### config.mk
export PLATFORM = sky130hd
export DESIGN_NAME = regfile_wport_arb
export DESIGN_NICKNAME = d
export VERILOG_FILES = /design/src/rtl/regfile_wport_arb_pkg.sv /design/src/rtl/regfile_wport_arb_wb_fifo.sv /design/src/rtl/regfile_wport_arb.sv
export SDC_FILE = /design/constraint.sdc
export NUM_CORES = 1
export LEC_CHECK = 0
export CORE_ASPECT_RATIO = 0.7
export CORE_UTILIZATION = 48
export DETAILED_ROUTE_END_ITERATION = 7
export PLACE_DENSITY = 0.85
export SLEW_MARGIN = 20
export SYNTH_ARGS = -nofsm -noshare
export SYNTH_HDL_FRONTEND = slang
export SYNTH_SLANG_ARGS = --single-unit
### constraint.sdc
create_clock -name clk -period 7.2 [get_ports clk]
set_input_delay 1.44 -clock clk [delete_from_list [all_inputs] [get_ports clk]]
set_output_delay 1.44 -clock clk [all_outputs]
set_load 0.02 [all_outputs]
### src/rtl/regfile_wport_arb_pkg.sv
// Shared writeback types for the regfile write-port arbiter.
// Used by the pipeline, MDU and regfile sides.
package regfile_wport_arb_pkg;

  localparam int XLEN = 64;
  localparam int NREG = 32;

  typedef logic [4:0]      creg_addr_t;
  typedef logic [XLEN-1:0] word_t;

  typedef struct packed {
    logic       valid;
    creg_addr_t wa;
    word_t      wd;
  } wb_req_t;

  localparam wb_req_t WB_IDLE = '{
    valid: 1'b0,
    wa:    '0,
    wd:    '0
  };

  function automatic wb_req_t mk_req(
    input logic       v,
    input creg_addr_t a,
    input word_t      d
  );
    wb_req_t r;
    r.valid = v;
    r.wa    = a;
    r.wd    = d;
    return r;
  endfunction

endpackage

### src/rtl/regfile_wport_arb_wb_fifo.sv
// Small result FIFO for MDU writebacks.
// Registered ready flag so the MDU sees a clean accept signal.
import regfile_wport_arb_pkg::*;

module regfile_wport_arb_wb_fifo #(
  parameter int DEPTH = 2
) (
  input  logic    clk,
  input  logic    reset,
  input  logic    push,
  input  wb_req_t push_data,
  input  logic    pop,
  output wb_req_t head,
  output logic    full,
  output logic    empty,
  output logic    ready
);

  localparam int AW = $clog2(DEPTH);

  typedef logic [AW-1:0] ptr_t;
  typedef logic [AW:0]   cnt_t;

  localparam ptr_t PTR_ONE  = ptr_t'(1);
  localparam cnt_t CNT_ONE  = cnt_t'(1);
  localparam cnt_t CNT_FULL = cnt_t'(DEPTH);

  wb_req_t mem [DEPTH];

  ptr_t wr_ptr;
  ptr_t rd_ptr;
  cnt_t count;
  cnt_t count_nxt;
  logic do_push;
  logic do_pop;

  assign full    = (count == CNT_FULL);
  assign empty   = (count == '0);
  assign do_pop  = pop && !empty;
  assign do_push = push && (!full || do_pop);
  assign head    = mem[rd_ptr];

  // Occupancy after this cycle's push/pop.
  always_comb begin
    count_nxt = count;
    unique case ({do_push, do_pop})
      2'b10:   count_nxt = count + CNT_ONE;
      2'b01:   count_nxt = count - CNT_ONE;
      default: count_nxt = count;
    endcase
  end

  // Pointers, count and registered ready; pointers wrap naturally.
  always_ff @(posedge clk) begin
    if (reset) begin
      wr_ptr <= '0;
      rd_ptr <= '0;
      count  <= '0;
      ready  <= 1'b1;
    end else begin
      if (do_push) wr_ptr <= wr_ptr + PTR_ONE;
      if (do_pop)  rd_ptr <= rd_ptr + PTR_ONE;
      count <= count_nxt;
      ready <= (count_nxt != CNT_FULL);
    end
  end

  // Payload storage; contents are don't-care while unoccupied.
  always_ff @(posedge clk) begin
    if (do_push) mem[wr_ptr] <= push_data;
  end

endmodule

### src/rtl/regfile_wport_arb.sv
// Regfile write-port arbiter: pipeline writeback vs buffered MDU results.
// Holds the starvation counter and the MDU busy scoreboard.
import regfile_wport_arb_pkg::*;

module regfile_wport_arb #(
  parameter int DEPTH      = 2,
  parameter int STARVE_MAX = 4
) (
  input  logic        clk,
  input  logic        reset,
  input  logic        pipe_valid,
  input  logic [4:0]  pipe_wa,
  input  logic [63:0] pipe_wd,
  output logic        pipe_stall,
  input  logic        mdu_valid,
  output logic        mdu_ready,
  input  logic [4:0]  mdu_wa,
  input  logic [63:0] mdu_wd,
  input  logic        sb_set_valid,
  input  logic [4:0]  sb_set_rd,
  input  logic [4:0]  ra1,
  input  logic [4:0]  ra2,
  output logic        busy1,
  output logic        busy2,
  output logic        wvalid,
  output logic [4:0]  wa,
  output logic [63:0] wd
);

  localparam int WW = $clog2(STARVE_MAX + 1);

  typedef logic [WW-1:0] wcnt_t;

  localparam wcnt_t WAIT_MAX = wcnt_t'(STARVE_MAX);
  localparam wcnt_t WAIT_ONE = wcnt_t'(1);

  wb_req_t        pipe_req;
  wb_req_t        mdu_req;
  wb_req_t        head;
  wb_req_t        wr;
  logic           full;
  logic           empty;
  logic           fifo_ready;
  logic           push_acc;
  logic           push_en;
  logic           pop_en;
  logic           force_slot;
  wcnt_t          wait_cnt;
  logic [NREG-1:0] busy;
  logic [NREG-1:0] busy_nxt;

  assign pipe_req = mk_req(pipe_valid, pipe_wa, pipe_wd);
  assign mdu_req  = mk_req(1'b1, mdu_wa, mdu_wd);

  assign mdu_ready  = fifo_ready && !reset;
  assign push_acc   = mdu_valid && mdu_ready;
  assign push_en    = push_acc && (mdu_wa != '0);

  assign force_slot = (wait_cnt >= WAIT_MAX) && !empty;
  assign pipe_stall = force_slot && !reset;
  assign pop_en     = !reset && !empty
                    && (force_slot || !pipe_valid);

  regfile_wport_arb_wb_fifo #(
    .DEPTH (DEPTH)
  ) u_fifo (
    .clk       (clk),
    .reset     (reset),
    .push      (push_en && (!full || pop_en)),
    .push_data (mdu_req),
    .pop       (pop_en),
    .head      (head),
    .full      (full),
    .empty     (empty),
    .ready     (fifo_ready)
  );

  // Write-port mux: forced FIFO slot, then pipeline, then idle FIFO drain.
  always_comb begin
    wr = WB_IDLE;
    priority case (1'b1)
      reset:      wr = WB_IDLE;
      force_slot: wr = head;
      pipe_valid: wr = pipe_req;
      !empty:     wr = head;
      default:    wr = WB_IDLE;
    endcase
  end

  assign wvalid = wr.valid;
  assign wa     = wr.wa;
  assign wd     = wr.wd;

  // Cycles the FIFO head has waited for the port, saturating.
  always_ff @(posedge clk) begin
    if (reset) begin
      wait_cnt <= '0;
    end else if (pop_en || empty) begin
      wait_cnt <= '0;
    end else if (wait_cnt != WAIT_MAX) begin
      wait_cnt <= wait_cnt + WAIT_ONE;
    end
  end

  // Scoreboard next state: pop clears, a new issue sets and wins.
  always_comb begin
    busy_nxt = busy;
    if (pop_en) busy_nxt[head.wa] = 1'b0;
    if (sb_set_valid && (sb_set_rd != '0))
      busy_nxt[sb_set_rd] = 1'b1;
    busy_nxt[0] = 1'b0;
  end

  // Per-register outstanding-MDU-write flags.
  always_ff @(posedge clk) begin
    if (reset) busy <= '0;
    else       busy <= busy_nxt;
  end

  assign busy1 = (ra1 != '0) && busy[ra1];
  assign busy2 = (ra2 != '0) && busy[ra2];

endmodule

==> impl_metrics.csv <==
group,metric,value,unit
global_route,antenna_found_initial,0,
layout,syn2layout_area_growth,36.5,%
synthesis,synth_area_leaders,"edfxtp_1 (50%), mux2i_1 (9.9%), dfxtp_1 (9.7%)",
clocking,post_cts_buffers,0,
die,io_pins,232,
synthesis,seq_area_frac_synth,59.8,%
power_and_ir_drop,ir_drop,0.156,mV
global_route,grt_use_total,24.6,%
setup_path,end_kind,"primary output",
run,cap_violations,0,
routing,drc,0,
power_and_ir_drop,p_int,0.00188,W
clocking,clk_latency,0.42,ns
die,chipHeight,112,microns
clocking,cts_tree,"built",
setup_path,slowest_delay,0.67,ns
layout,multi_input_comb_area,3070,sq um
routing,drt_iter0_drc,590,
synthesis,synth.distinct_cells,49,
layout,final_nets,1044,
setup_path,cp_common_cell,"clkdlybuf4s50_1",
layout,seq_area,4950,sq um
timing,worstMarginPinSlew,1.10,ns
clocking,cts_resized,0,
die,die_w,159,microns
timing,rsz0062_at_grt,"false",
setup_path,critPathKind,"in2out",
global_route,grt_pass1_wl,33.1,mm
clocking,cts_max_level,4,
setup_path,cp.required,5.76,ns
synthesis,synth_edf_count,138,
die,start_util,49.8,%
setup_path,crit_chain,"clkdlybuf4s50_1 > nor3_1 > or2_2 > buf_4 > a211oi_1 > clkdlybuf4s50_1",
clocking,cts.sinks,178,
setup_path,crit_arrival,4.18,ns
setup_path,path_max_fanout,51,
timing,drv_slew,0,
clocking,cts_buffers,17,
power_and_ir_drop,power.leakage,3.68,nW
die,coreArea,16600,sq um
power_and_ir_drop,clkPwrFrac,36.7,%
setup_path,path_buf_inv,3,
synthesis,synth_area,8270,sq um
clocking,holdBufCountCts,0,
place,place_hpwl,15.5,mm
setup_path,start_kind,"primary input",
routing,vias,6309,
global_route,grt_max_degree,112,
layout,nFillCells,1214,
routing,routed_wl,21.6,mm
timing,finalSetupViolCount,0,
power_and_ir_drop,p_sw_share,25.7,%
die,dieArea,17800,sq um
timing,final.min_clock_period,5.62,ns
clocking,cts_buffer_depth,2,
synthesis,syn_nets,840,
power_and_ir_drop,p_total,0.00254,W
synthesis,ys_ff_latch,178,
power_and_ir_drop,pwr-share-comb,16.8,%
synthesis,netlist_instances,679,
power_and_ir_drop,pwr_density_cell,225,nW/um^2
clocking,clock_tree.root_cell,"clkbuf_16",
layout,drive_above_1_share,6.70,%
synthesis,synth.avg_cell_area,12.2,sq um
run_status,outcome,"finished, final reports clean",
timing,fin_crit_sh,78.1,%
timing,finalHoldViolCount,0,
global_route,grt_pass1_vias,6070,
timing,slew-limit-headroom,27.0,%
timing,fin_setup_tns,0,ns
routing,first_pass_iters,5,
setup_path,critPathTopFamily,"buffers and inverters",
setup_path,cp_slowest_cell,"or2_2",
global_route,grt-ovfl-total,0,
clocking,clkTransAtPathRegs,0.07,ns
routing,final_antenna_net_count,0,
power_and_ir_drop,p_switching,0.000651,W
synthesis,dominantRegCellSynth,"edfxtp_1",
place,gp_congestion,0.941,
routing,avgRoutedWirePerCell,19.3,microns
place,portBuffers,231,
power_and_ir_drop,pwr-share-seq,46.5,%
synthesis,async_reset_ff_share,0,%
min_path,hp-class,"reg2reg",
timing,max_clock_freq,178,MHz
synthesis,synth_top_cell_by_area,"edfxtp_1",
synthesis,synth_top_area_share,50.1,%
synthesis,synth_warnings,0,
timing,fin_skew,0.00480,ns
routing,avgViaCountPerCell,5.62,
die,rows,39,
-- sequential cells by signal, indices dropped and copies added, names as in the netlist, named ones only --
signal,count
wait_cnt,3
u_fifo.rd_ptr,1
u_fifo.wr_ptr,1
u_fifo.count,2
u_fifo.ready,1
busy,31
u_fifo.mem,138
-- cells in the final DEF, fill, tap and decap left out, types with 6 or more instances in the layout --
master / n
edfxtp_1: 138
inv_6: 8
clkbuf_16: 17
buf_4: 6
nand2_1: 14
o21ai_0: 49
mux2_2: 10
clkdlybuf4s50_1: 231
mux2i_1: 82
inv_1: 7
o21ai_1: 8
nor2_1: 75
a21oi_1: 19
nand4_1: 6
a211oi_1: 69
nand3_1: 11
nor2b_1: 26
dfxtp_1: 39
-- final timing paths --
path | startpoint | slack, ns | end | cells past startpoint
setup / recovery | pipe_valid | 1.58 | wd[2] | 6
hold / removal | wait_cnt[0] | 0.46 | wait_cnt[0] | 1
hold reg to reg | wait_cnt[0] | 0.46 | wait_cnt[0] | 1
setup reg to reg | u_fifo.count[0] | 4.32 | u_fifo.mem[1][56] | 5
-- synthesized netlist by cell type, types with 5 or more instances --
library cell,instances
a211oi_1,69
a21oi_1,19
buf_2,18
buf_4,8
clkbuf_1,24
dfxtp_1,40
edfxtp_1,138
inv_1,8
mux2_2,10
mux2i_1,82
nand2_1,15
nand2b_1,5
nand3_1,11
nand4_1,6
nor2_1,76
nor2b_1,26
nor3b_1,5
o21ai_0,49
o21ai_1,8
-- power groups by stage --
| stage | Combinational [W] | Sequential [W] | Clock [W] |
|---|---|---|---|
| after floorplan | 0.000224 | 0.00119 | 0 |
| after global placement | 0.000414 | 0.00120 | 0 |
| after detailed placement | 0.000422 | 0.00120 | 0 |
| after CTS | 0.000425 | 0.00118 | 0.000944 |
| after global routing | 0.000452 | 0.00118 | 0.000987 |
| final | 0.000425 | 0.00118 | 0.000932 |
-- metal layers --
metal | GRT usage [%] | vias to the layer above | share of wire [%]
li1 | - | 3019 | -
met1 | 31.2 | 2999 | 42
met2 | 39.8 | 262 | 47
met3 | 8.38 | 29 | 9.2
met4 | 7.88 | 0 | 1.9
met5 | 0 | - | 0
-- logic make-up after synthesis --
kind of cell	after synthesis	synth area share, %
adder cells (fa/ha/maj)	3	0.454
flip-flops	178	59.8
multiplexers	96	12.4
AO/OA/AOI/OAI	171	13.5
XOR/XNOR	3	0.318
AND/OR/NAND/NOR	168	10.2
buffers and inverters	60	3.36
-- stage by stage --
| step | hold slack [ns] | cell area (sq um) | utilization, % | setup WS (ns) | cells |
|---|---|---|---|---|---|
| after floorplan | 0.431 | 8270 | - | 1.54 | 679 |
| after CTS | 0.463 | 11300 | 67.9 | 1.51 | 1121 |
| final | 0.459 | 11300 | 68.0 | 1.58 | 1122 |
| after global placement | 0.447 | 10700 | 64.4 | 1.63 | 1089 |
| after global routing | 0.485 | 11300 | 68.0 | 1.41 | 1121 |
| after detailed placement | 0.454 | 10700 | 64.4 | 1.49 | 1089 |
-- layout make-up --
type / count / share of cell area, %
antenna: 1 / 0.0222
clock buffer: 18 / 3.80
clock inverter: 14 / 1.46
inverter: 8 / 0.266
multi-input combinational: 441 / 27.2
sequential: 178 / 43.9
tap: 225 / 2.50
timing repair buffer: 237 / 20.9
(Power assumes the default switching activity.)
